<file path="src/rtl/event_responder_if.sv">
// Event handshake bundle between an event generator and the responder.
// The generator side drives the trigger; the responder side drives the
// response pulse, its status and its statistics counters.
interface event_responder_if #(
  parameter int PEND_W = 3,
  parameter int CNT_W  = 8
);
  logic              trig;
  logic              resp;
  logic              busy;
  logic [PEND_W-1:0] pend;
  logic [CNT_W-1:0]  resp_cnt;
  logic [CNT_W-1:0]  drop_cnt;

  modport master (
    output trig,
    input  resp,
    input  busy,
    input  pend,
    input  resp_cnt,
    input  drop_cnt
  );

  modport slave (
    input  trig,
    output resp,
    output busy,
    output pend,
    output resp_cnt,
    output drop_cnt
  );
endinterface

</file>
<file path="src/rtl/event_responder.sv">
// Consumer end of a named-event handshake. Each accepted trigger is served
// for DELAY clocks and answered with a one-cycle response pulse. Triggers
// arriving during service are queued in a pending counter up to
// 2**PEND_W-1; further ones are dropped and counted. Both statistics
// counters saturate at all-ones.
module event_responder #(
  parameter int DELAY  = 1,
  parameter int PEND_W = 3,
  parameter int CNT_W  = 8
) (
  input  logic               clk,
  input  logic               rst,
  event_responder_if.slave   ev
);

  // The timer only ever holds DELAY-1 down to 0.
  localparam int TW = (DELAY > 1) ? $clog2(DELAY) : 1;
  localparam logic [TW-1:0]     RELOAD = TW'(DELAY - 1);
  localparam logic [PEND_W-1:0] PMAX   = {PEND_W{1'b1}};

  typedef enum logic {
    IDLE  = 1'b0,
    SERVE = 1'b1
  } state_t;

  state_t            state;
  logic [TW-1:0]     timer;
  logic [PEND_W-1:0] pend;
  logic              resp;
  logic              busy;
  logic [CNT_W-1:0]  resp_cnt;
  logic [CNT_W-1:0]  drop_cnt;

  // Saturating increment: the statistics never wrap back to zero.
  function automatic logic [CNT_W-1:0] sat_inc(input logic [CNT_W-1:0] v);
    if (v == {CNT_W{1'b1}}) begin
      return v;
    end else begin
      return v + CNT_W'(1);
    end
  endfunction

  // Service FSM with all outputs registered; reset aborts any service in flight.
  always_ff @(posedge clk) begin
    if (rst) begin
      state    <= IDLE;
      timer    <= {TW{1'b0}};
      pend     <= {PEND_W{1'b0}};
      resp     <= 1'b0;
      busy     <= 1'b0;
      resp_cnt <= {CNT_W{1'b0}};
      drop_cnt <= {CNT_W{1'b0}};
    end else begin
      resp <= 1'b0;
      case (state)
        IDLE: begin
          if (ev.trig) begin
            state <= SERVE;
            timer <= RELOAD;
            busy  <= 1'b1;
          end
        end
        SERVE: begin
          if (timer == {TW{1'b0}}) begin
            // Expiry edge: answer the current service, then decide what follows.
            resp     <= 1'b1;
            resp_cnt <= sat_inc(resp_cnt);
            if (pend != {PEND_W{1'b0}}) begin
              timer <= RELOAD;
              // A trigger on this edge takes the slot the dequeue frees.
              if (!ev.trig) begin
                pend <= pend - PEND_W'(1);
              end
            end else if (ev.trig) begin
              timer <= RELOAD;
            end else begin
              state <= IDLE;
              busy  <= 1'b0;
            end
          end else begin
            timer <= timer - TW'(1);
            if (ev.trig) begin
              if (pend != PMAX) begin
                pend <= pend + PEND_W'(1);
              end else begin
                drop_cnt <= sat_inc(drop_cnt);
              end
            end
          end
        end
        default: begin
          state <= IDLE;
          timer <= {TW{1'b0}};
          pend  <= {PEND_W{1'b0}};
          busy  <= 1'b0;
        end
      endcase
    end
  end

  assign ev.resp     = resp;
  assign ev.busy     = busy;
  assign ev.pend     = pend;
  assign ev.resp_cnt = resp_cnt;
  assign ev.drop_cnt = drop_cnt;

endmodule

</file>
<file path="src/flat_wrapper.sv">
// flat-port wrapper written by rule: the top's interface ports become plain ports
module event_responder_flat 
#(
  parameter int DELAY  = 1,
  parameter int PEND_W = 3,
  parameter int CNT_W  = 8
)
  (clk, rst, ev_trig, ev_resp, ev_busy, ev_pend, ev_resp_cnt, ev_drop_cnt);
  event_responder_if #(.PEND_W(PEND_W), .CNT_W(CNT_W)) ev_i ();
  input  logic clk;
  input  logic rst;
  input wire logic [$bits(ev_i.trig)-1:0] ev_trig;
  output wire logic [$bits(ev_i.resp)-1:0] ev_resp;
  output wire logic [$bits(ev_i.busy)-1:0] ev_busy;
  output wire logic [$bits(ev_i.pend)-1:0] ev_pend;
  output wire logic [$bits(ev_i.resp_cnt)-1:0] ev_resp_cnt;
  output wire logic [$bits(ev_i.drop_cnt)-1:0] ev_drop_cnt;
  assign ev_i.trig = ev_trig;
  assign ev_resp = ev_i.resp;
  assign ev_busy = ev_i.busy;
  assign ev_pend = ev_i.pend;
  assign ev_resp_cnt = ev_i.resp_cnt;
  assign ev_drop_cnt = ev_i.drop_cnt;
  event_responder #(.DELAY(DELAY), .PEND_W(PEND_W), .CNT_W(CNT_W)) u_core (.clk(clk), .rst(rst), .ev(ev_i));
endmodule
</file>
<file path="config.mk">
export PLATFORM = sky130hd
export DESIGN_NAME = event_responder_flat
export DESIGN_NICKNAME = d
export VERILOG_FILES = /design/src/rtl/event_responder_if.sv /design/src/rtl/event_responder.sv /design/src/flat_wrapper.sv
export SDC_FILE = /design/constraint.sdc
export NUM_CORES = 1
export LEC_CHECK = 0
export ABC_AREA = 1
export CORE_UTILIZATION = 25
export CTS_CLUSTER_DIAMETER = 40
export CTS_CLUSTER_SIZE = 40
export DETAILED_ROUTE_END_ITERATION = 6
export PLACE_DENSITY = 0.45
export SYNTH_ARGS = -nofsm -noshare
export SYNTH_HDL_FRONTEND = slang
export SYNTH_SLANG_ARGS = --single-unit
</file>
<file path="constraint.sdc">
create_clock -name clk -period 1.8 [get_ports clk]
set_input_delay 0.54 -clock clk [delete_from_list [all_inputs] [get_ports clk]]
set_output_delay 0.54 -clock clk [all_outputs]
set_load 0.02 [all_outputs]
</file>
* Word level (Yosys, flattened, before mapping) *
Cells that the tools add are included.

storage, ports and cells
  logic and storage cells = 52
  flip-flop bits (word level) = 23
  input port bits = 3
  output and inout port bits = 21

operators by class
  equality and inequality tests = 10
  reductions and logical operators = 7
  bitwise gates (word level) = 5
  add/sub/neg operators = 5
  muxes and demuxes = 18

operators with widths
  kind                                              count
  adder 8 x 1 -> 8 bit, second input constant       2
  == test 8 bit, second input constant              2
  2-to-1 mux 3 bit                                  5
  != test 2 bit, second input constant              6
  2-to-1 mux 1 bit                                  10
  AND reduction 5 bit                               2
  case mux 1 bit (2 select lines)                   3
  NOT 1 bit                                         5
  AND reduction 4 bit                               1
  adder 3 x 1 -> 3 bit, second input constant       1
  != test 3 bit, second input constant              1
  AND reduction 3 bit                               1
  nonzero test 3 bit                                1
  subtractor 3 x 1 -> 3 bit, second input constant  1
  != test 2 x 1 -> 1 bit, second input constant     1
  nonzero test 2 bit                                1
  OR reduction 2 bit                                1
  subtractor 1 bit, second input constant           1

* Logic depth before layout (Yosys ltp) *
  depth after elaboration = 4
  depth in mapped cells = 8
  mapped depth without buffers = 7

* Worst setup path after synthesis *
No wires, ideal clock.

  path type = reg2reg
  from = register u_core.resp_cnt[0] (netlist: u_core.ev.resp_cnt[0])
  to = register u_core.resp_cnt[5] (netlist: u_core.ev.resp_cnt[5])
  arrival = 1.254 ns
  required time = 1.685 ns
  cell stages (with the launch flop) = 8
  clock period less this slack = 1.369 ns
  path buffers = 1
  library setup time = 0.115 ns
  slack = 0.431 ns
  path through = dfxtp_1 -> ha_1 -> inv_1 -> nor2_2 -> nand2_2 -> buf_6 -> a21oi_1 -> nor2_1

between the ends
  word-level cells in the longest chain between the ends = 3
  elaborated cells on any way between the ends = 4
  those cells by class = 1 x add/sub; 1 x eq/ne; 1 x bitwise; 1 x reduce/logical

ends and longest elaborated chain
  item                                                                          RTL line               RTL
  start, declared                                                               event_responder.sv:31  logic [CNT_W-1:0] resp_cnt;
  start signal, assigned                                                        event_responder.sv:51  resp_cnt <= {CNT_W{1'b0}};
  start signal, assigned                                                        event_responder.sv:67  resp_cnt <= sat_inc(resp_cnt);
  parallel branches: the longest is 3 deep, another holds adder 8 x 1 -> 8 bit  -

Several ways; the timed one is not identified.
A chain may end at the register's enable or synchronous reset.

* Worst setup path after layout *
  from = register u_core.resp (netlist: u_core.ev.resp)
  to = output port ev_resp

RTL lines
  item                    RTL line               RTL
  start, declared         event_responder.sv:29  logic resp;
  start signal, assigned  event_responder.sv:49  resp <= 1'b0;
  start signal, assigned  event_responder.sv:54  resp <= 1'b0;
  start signal, assigned  event_responder.sv:66  resp <= 1'b1;
  end, declared           flat_wrapper.sv:13     output wire logic [$bits(ev_i.resp)-1:0] ev_resp;

No word-level cell between the ends.

==> summary.md <==
| Metric | Value |
|---|---|
| Postcts setup bufs | 0 |
| CTS buffer count | 3 |
| Vias | 672 |
| Startpoint type of the worst setup path | register |
| Setup TNS | 0 ps |
| Post-route ant nets | 0 |
| Pin count of the biggest net entering global routing | 13 |
| Setup WS pre-CTS | 185 ps |
| CP max stage cell | clkdlybuf4s50_1 |
| Hold WC Path Type | register to register |
| Pleak | 0.487 nW |
| Worst skew pair latency | 280 ps |
| Routed WL per cell | 9.13 um |
| Worst path bufs/invs | 1 |
| Max stage delay on crit path | 590 ps |
| All-Layer GR Usage | 10.2% |
| Post-Route WL | 1430 um |
| Max Clk Rate | 578 MHz |
| GPL Wtd Cong | 0.725 |
| WS Path Type | register to output port |
| # DRC | 5 |
| Status | finished with violations |
| Post-synth EDFFs | 0 |
| H-Tree Depth | 1 |
| Req. time, crit path | 1260 ps |
| IO Port Bufs | 15 |
| Clock power frac | 37.8% |
| Crit-path cells | clkdlybuf4s50_1 |
| Delay-heaviest family, CP | buffers and inverters |
| FF-to-FF End | u_core.ev.resp_cnt[5] |
| CTS max path bufs | 2 |
| CTS Hold Bufs | 0 |
| # fillers | 312 |
| CP max FO | 1 |
| Share of post-route cells with drive strength above 1 | 7.94% |
| Async set-or-reset flop fraction in the synthesized netlist | 0% |
| Antenna violations before repair | 0 |
| Worst Skew | 6.61 ps |
| Failing checks | design-rule violations |
| Via density | 4.28 |
| Hold Vio Cnt, Final | 0 |
| Die X-Extent | 57.0 um |
| First-pass GRT wire length | 2550 um |
| Final HPWL DP | 1100 um |
| Design area | 940 um^2 |
| Nets | 133 |
| Post-Synthesis Cell Area | 756 um^2 |
| Yosys warning count | 0 |
| GR Overflow Total | 0 |
| Final min period | 1730 ps |
| Final setup fails | 0 |
| Arrival @ worst endpoint | 1190 ps |
| Cell Rows | 19 |
| Hold EP | u_core.ev.resp_cnt[1] |
| Max-slew violations | 0 |
| Effective utilization at floorplan | 26.9% |
| Ports | 24 |
| Vias in the first global route | 603 |
| Placed Cells | 153 |
| Sequential area share after synthesis | 37.1% |
| Hold_sp | u_core.ev.resp_cnt[1] |
| Most common cell after layout, fill and taps aside | nand2_1 |
| Non-Filler Instances | 157 |
| FF-to-FF Start | u_core.ev.resp_cnt[0] |
| Multi-input gate area | 370 um^2 |
| Commonest non-fill, non-tap cells in the layout | nand2_1 (21), inv_1 (14), dfxtp_1 (14) |
| Diode count | 0 |
| Drt first pass iters | 6 |
| Syn avg cell area | 7.00 um^2 |
| Internal power | 0.460 mW |
| CTS tree | done |
| Power Density | 653 mW/mm^2 |
| CTS sink cnt | 14 |
| Reg power frac | 52.5% |
| Die Area | 0.00325 mm^2 |
| R2R depth | 6 |
| Switch share | 25.1% |
| Final WS setup | 68.9 ps |
| Yosys reg bits | 14 |
| Period Utilization, post-route | 96.2% |
| 1st-iter DRT viols | 15 |
| Worst Hold Path Cells | 2 |
| Max-Cap Viols | 0 |
| CORE AREA | 0.00281 mm^2 |
| Main synth FF type | dfxtp_1 |
| P&R area growth vs syn | 24.3% |
| Clock slew at reported path FFs | 90 ps |
| Die height | 57.0 um |
| Sequential Area | 280 um^2 |
| Clock root buffer | clkbuf_4 |
| Placed cell areas | 907 um^2 |
| Worst R2R Setup Slack | 490 ps |
| RSZ-0062 raised after global routing | false |
| Peak supply drop | 0.280 mV |
| Crit end category | output port |
| Mapped Cells | 108 |
| Combinational power share | 9.7% |
| P_sw | 0.154 mW |
| Number of distinct library cells after synthesis | 18 |
## power by group through the flow
| stage | combinational, mW | sequential (mW) | clock (mW) |
|---|---|---|---|
| after detailed placement | 0.0618 | 0.330 | 0 |
| after CTS | 0.0600 | 0.323 | 0.241 |
| after global routing | 0.0652 | 0.324 | 0.259 |
| final | 0.0596 | 0.322 | 0.232 |
| after floorplan | 0.0471 | 0.334 | 0 |
| after global placement | 0.0615 | 0.330 | 0 |
## cells by family after synthesis
family / count (synthesis) / share of synthesized area [%]
other: 1 / 0.496
AND/OR/NAND/NOR: 51 / 29.3
flip-flops: 14 / 37.1
XOR/XNOR: 1 / 1.16
AO/OA/AOI/OAI: 14 / 9.60
buffers and inverters: 24 / 17.4
adder cells (fa/ha/maj): 3 / 4.97
## final cells by class
cell class / count / area share [%]
Clock buffer: 4 / 3.86
Inverter: 14 / 5.59
Multi-Input combinational cell: 77 / 39.4
Sequential cell: 14 / 29.8
Tap cell: 31 / 4.13
Timing Repair Buffer: 17 / 17.2
## synthesized netlist by cell type, types with 2 or more instances
cell type | n | area share, %
nand2_1 | 21 | 10
dfxtp_1 | 14 | 37
inv_1 | 14 | 7.0
nor2_1 | 13 | 6.5
a21oi_1 | 10 | 6.6
buf_4 | 9 | 8.9
nand3_1 | 7 | 4.6
nor3_1 | 4 | 2.6
ha_1 | 3 | 5.0
o21ai_0 | 3 | 2.0
nand2_2 | 2 | 1.7
nor2_2 | 2 | 1.7
## metrics by stage
stage / power (mW) / util [%] / hold slack [ps]
finish: 0.614 / 33.5 / 507
global route: 0.648 / 33.5 / 544
CTS: 0.624 / 33.2 / 508
detailed placement: 0.391 / 32.3 / 493
global placement: 0.391 / 32.3 / 492
floorplan: 0.382 / - / 556
## how the worst max path moves through the flow
stage                                      from                     to  slack (ps)  cells after the start
after global routing             u_core.ev.resp                ev_resp          20                      1
after CTS                     u_core.ev.pend[0]             ev_pend[0]          20                      1
after floorplan           u_core.ev.resp_cnt[0]  u_core.ev.resp_cnt[5]         430                      7
final                            u_core.ev.resp                ev_resp          70                      1
after global placement                  ev_trig      u_core.ev.pend[1]         210                      5
after detailed placement                ev_trig      u_core.ev.pend[2]         180                      5
## timing repair
item,4_1_cts,5_1_grt
hold endpoints to repair,0,0
setup endpoints to repair,9,3
pin swaps,0,0
resized for setup,9,3
## flip-flops by register name (all words and copies together), names as in the netlist
| name | count |
|---|---|
| u_core.state | 1 |
| u_core.ev.busy | 1 |
| u_core.ev.pend | 3 |
| u_core.ev.resp_cnt | 8 |
| u_core.ev.resp | 1 |
## metal layers
metal | part of all wire, % | vias up | global-route usage, %
met5 | 0 | - | 0
met4 | 0.77 | 0 | 2.09
met3 | 5.4 | 2 | 4.99
met2 | 44 | 15 | 15.5
met1 | 50 | 296 | 13.1
li1 | - | 359 | -
Note: power is estimated with default switching activity, not from simulation.
